$ cat src/rtl/pipe_delay_reg_if.sv
// Bus bundle for pipe_delay_reg: the input item with its stall/flush
// controls, and the last-stage output with the occupancy status.
interface pipe_delay_reg_if #(
  parameter int WIDTH = 64,
  parameter int CNTW  = 3
);
  logic [WIDTH-1:0] in_data;
  logic             in_valid;
  logic             stall;
  logic             flush;
  logic [WIDTH-1:0] out_data;
  logic             out_valid;
  logic [CNTW-1:0]  count;
  logic             empty;

  modport master (
    output in_data, in_valid, stall, flush,
    input  out_data, out_valid, count, empty
  );

  modport slave (
    input  in_data, in_valid, stall, flush,
    output out_data, out_valid, count, empty
  );
endinterface

$ cat src/rtl/pipe_delay_reg.sv
// DEPTH-stage, WIDTH-bit pipeline register chain with per-stage valid bits,
// global stall/flush and occupancy count. Bubbles always carry zero data.
module pipe_delay_reg #(
  parameter int WIDTH = 64,
  parameter int DEPTH = 4,
  parameter int CNTW  = 3
) (
  input logic              clk,
  input logic              reset,
  pipe_delay_reg_if.slave  bus
);

  logic [WIDTH-1:0] data_r [DEPTH];
  logic [DEPTH-1:0] v_r;
  logic [CNTW-1:0]  count_s;
  logic             empty_s;

  // Stage update: reset and flush both clear, stall holds, otherwise shift by one.
  always_ff @(posedge clk) begin
    if (reset || bus.flush) begin
      for (int k = 0; k < DEPTH; k++) begin
        data_r[k] <= {WIDTH{1'b0}};
        v_r[k]    <= 1'b0;
      end
    end else if (bus.stall) begin
      for (int k = 0; k < DEPTH; k++) begin
        data_r[k] <= data_r[k];
        v_r[k]    <= v_r[k];
      end
    end else begin
      // Gating on in_valid keeps unknown data on idle cycles out of the chain.
      data_r[0] <= bus.in_valid ? bus.in_data : {WIDTH{1'b0}};
      v_r[0]    <= bus.in_valid;
      for (int k = 1; k < DEPTH; k++) begin
        data_r[k] <= data_r[k-1];
        v_r[k]    <= v_r[k-1];
      end
    end
  end

  // Occupancy: population count of the stage valid bits.
  always_comb begin
    count_s = {CNTW{1'b0}};
    for (int k = 0; k < DEPTH; k++) begin
      count_s = count_s + CNTW'(v_r[k]);
    end
    empty_s = (count_s == {CNTW{1'b0}});
  end

  assign bus.out_data  = data_r[DEPTH-1];
  assign bus.out_valid = v_r[DEPTH-1];
  assign bus.count     = count_s;
  assign bus.empty     = empty_s;

endmodule

$ cat src/flat_wrapper.sv
// flat-port wrapper written by rule: the top's interface ports become plain ports
module pipe_delay_reg_flat 
#(
  parameter int WIDTH = 64,
  parameter int DEPTH = 4,
  parameter int CNTW  = 3
)
  (clk, reset, bus_in_data, bus_in_valid, bus_stall, bus_flush, bus_out_data, bus_out_valid, bus_count, bus_empty);
  pipe_delay_reg_if #(.WIDTH(WIDTH), .CNTW(CNTW)) bus_i ();
  input logic clk;
  input logic reset;
  input wire logic [$bits(bus_i.in_data)-1:0] bus_in_data;
  input wire logic [$bits(bus_i.in_valid)-1:0] bus_in_valid;
  input wire logic [$bits(bus_i.stall)-1:0] bus_stall;
  input wire logic [$bits(bus_i.flush)-1:0] bus_flush;
  output wire logic [$bits(bus_i.out_data)-1:0] bus_out_data;
  output wire logic [$bits(bus_i.out_valid)-1:0] bus_out_valid;
  output wire logic [$bits(bus_i.count)-1:0] bus_count;
  output wire logic [$bits(bus_i.empty)-1:0] bus_empty;
  assign bus_i.in_data = bus_in_data;
  assign bus_i.in_valid = bus_in_valid;
  assign bus_i.stall = bus_stall;
  assign bus_i.flush = bus_flush;
  assign bus_out_data = bus_i.out_data;
  assign bus_out_valid = bus_i.out_valid;
  assign bus_count = bus_i.count;
  assign bus_empty = bus_i.empty;
  pipe_delay_reg #(.WIDTH(WIDTH), .DEPTH(DEPTH), .CNTW(CNTW)) u_core (.clk(clk), .reset(reset), .bus(bus_i));
endmodule
$ cat config.mk
export PLATFORM = sky130hd
export DESIGN_NAME = pipe_delay_reg_flat
export DESIGN_NICKNAME = d
export VERILOG_FILES = /design/src/rtl/pipe_delay_reg_if.sv /design/src/rtl/pipe_delay_reg.sv /design/src/flat_wrapper.sv
export SDC_FILE = /design/constraint.sdc
export NUM_CORES = 1
export LEC_CHECK = 0
export BUFFER_PORTS_ARGS = -buffer_cell sky130_fd_sc_hd__buf_2
export CORE_MARGIN = 8
export CORE_UTILIZATION = 55
export DETAILED_ROUTE_END_ITERATION = 6
export GPL_TIMING_DRIVEN = 0
export PLACE_DENSITY = 0.87
export SYNTH_ARGS = -nofsm -noshare
export SYNTH_HDL_FRONTEND = slang
export SYNTH_SLANG_ARGS = --single-unit
$ cat constraint.sdc
create_clock -name clk -period 22.1 [get_ports clk]
set_clock_uncertainty 0.1 [all_clocks]
set_input_delay 2.21 -clock clk [delete_from_list [all_inputs] [get_ports clk]]
set_output_delay 2.21 -clock clk [all_outputs]
set_load 0.05 [all_outputs]
==> impl_metrics.json <==
{
  "run_status": "finished, final reports clean",
  "synth.top_cell.area_share_pct": 79.2,
  "final_cell_mix": "edfxtp_1 (256), and2_1 (203), buf_2 (137)",
  "mostFrequentLayoutCell": "edfxtp_1",
  "power_leakage_uw": 0.00499,
  "powerDensity_nw_per_um2": 89.0,
  "final_core_util_pct": 66.8,
  "drt-initial-drc-count": 272,
  "io_pins": 138,
  "fin_setup_tns_ns": 0,
  "die_h_um": 149,
  "antenna_cells": 0,
  "path_clk_slew_ns": 0.06,
  "io_buffer_count": 136,
  "max_slew_margin_pct": 44.4,
  "grt.overflow.total": 0,
  "vias_per_cell": 4.72,
  "fill_cells": 1182,
  "place_congestion": 0.721,
  "row_count": 48,
  "cts_resized": 0,
  "drv_slew": 0,
  "switching_share_pct": 20.2,
  "hold_viol_final": 0,
  "start_util_pct": 56.1,
  "synthCells": 560,
  "internal_power_uw": 821,
  "pwr-share-seq_pct": 55.4,
  "synth_cell_types": 17,
  "clkPwrFrac_pct": 39.5,
  "drt_wl_total_um": 14800,
  "avgSynthCellArea_um2": 17.3,
  "synthTopCellsByArea": "edfxtp_1 (79%), and2_1 (13%), and2_2 (4.1%)",
  "clk_latency_ns": 0.50,
  "fmaxAchievable_mhz": 214,
  "area_growth_pct": 19.0,
  "cp.required_ns": 19.79,
  "grt_pass1_wl_um": 22900,
  "p_comb_share_pct": 5.1,
  "wl_per_cell_um": 15.2,
  "setup_viol": 0,
  "ys_warn_count": 0,
  "drc": 0,
  "cts_hold_buffers": 0,
  "design_area_um2": 11600,
  "grt_max_degree": 85,
  "htreeDepth": 1,
  "holdCritPathClass": "reg -> reg",
  "nNetsFinal": 798,
  "postRouteAntennaNets": 0,
  "firstDrtPassIters": 4,
  "min_path_cells": 1,
  "core_region_area_um2": 17300,
  "path_common_cell": "ha_1",
  "rsz0062_at_grt": "false",
  "grt_use_total_pct": 13.1,
  "min_period_over_period_pct": 21.2,
  "path_max_fanout": 3,
  "clockRootBuffer": "clkbuf_16",
  "cp-start-kind": "flop",
  "die-area_um2": 22200,
  "synthesis.area_um2": 9710,
  "drive_above_1_share_pct": 32.0,
  "regArea_um2": 7770,
  "ys_seq_area_share_pct": 80.0,
  "fin_crit_ns": 4.68,
  "cts_tree": "built",
  "cts_num_sinks": 260,
  "hpwlAfterDp_um": 10400,
  "peakVddDrop_uv": 64.3,
  "grt_pass1_vias": 4714,
  "vias": 4571,
  "synth-seq-cells": 260,
  "die_w_um": 149,
  "maxCapViolations": 0,
  "multi_input_area_um2": 1830,
  "syn-num-nets": 632,
  "cp_cell_sequence": "ha_1 -> fa_1 -> ha_1 -> nor3_1 -> buf_2",
  "synth_top_area_cell": "edfxtp_1",
  "worst_slew_pin_slew_ns": 0.830,
  "placed_area_um2": 10800,
  "critical_path_depth": 5,
  "timing.critical_path.buf_inv": 1,
  "worstSetupPathType": "reg -> out",
  "postCtsSetupBuffers": 0,
  "crit_family": "adder cells",
  "critPathMaxStageDelay_ns": 0.40,
  "rr_worst_depth": 1,
  "cts_made_buffers": 25,
  "cp-end-kind": "output port",
  "clockBufferDepth": 3,
  "crit_slowest_cell": "fa_1",
  "antenna_found_initial": 0,
  "switching_power_uw": 208,
  "arrival_ns": 2.37
}
==> cells by family after synthesis <==
kind of cell               synth area share (%)
and+or+nand+nor                            17.9
DFF                                        80.0
muxes                                     0.412
buffers and inverters                      1.21
adders and majority gates                 0.464
==> cells in the mapped netlist <==
master / number
clkbuf_2: 6
or2_2: 1
ha_1: 2
nor3_4: 1
buf_2: 1
edfxtp_1: 256
fa_1: 1
and2_2: 53
and2_1: 203
nor4b_4: 1
dfxtp_1: 4
nor2_1: 5
nand2_1: 1
nor3_1: 1
clkbuf_1: 19
buf_6: 1
mux2i_1: 4
==> final cells by class <==
cell class	count	area share, %
well taps	225	2.44
flip-flops and latches	260	67.2
repair buffers	139	6.60
clock buffers	29	5.54
plain buffers	27	1.02
clock inverters	16	1.33
multi-input cells	273	15.9
==> routing by layer <==
layer,up-vias,part of all wire [%],track usage [%]
met5,-,0,0
met4,0,1.9,4.54
met2,115,56,25.9
li1,2282,-,-
met3,23,5.8,2.82
met1,2151,36,13.2
==> through the flow <==
stage                     worst slack (ns)  power [uW]  hold WS, ns  instances
after detailed placement             17.89         633        0.401        924
final                                17.42        1030        0.413        969
after global placement               11.68         634        0.399        921
after floorplan                      13.29         618        0.387        560
after CTS                            17.40        1040        0.413        969
after global routing                 17.31        1060        0.425        969
==> state kept, by name, indices dropped and copies added, names as in the netlist <==
name,count
u_core.data_r,256
u_core.v_r,4
==> power groups by stage <==
stage               clock network, uW  logic, uW  registers (uW)
finish                            407       52.5             570
global route                      433       56.3             572
CTS                               415       53.3             570
detailed placement                  0       53.1             580
global placement                    0       49.7             585
floorplan                           0       15.8             602
==> path summary, 6_finish.rpt <==
| check | from | end | slack (ns) |
|---|---|---|---|
| worst max-delay path | u_core.v_r[0] | bus_empty | 17.42 |
| worst min-delay path | u_core.data_r[1][29] | u_core.data_r[2][29] | 0.41 |
| worst max register to register | u_core.data_r[0][1] | u_core.data_r[1][1] | 21.22 |
| worst min register to register | u_core.data_r[1][29] | u_core.data_r[2][29] | 0.41 |
Note: power is estimated with default switching activity, not from simulation.
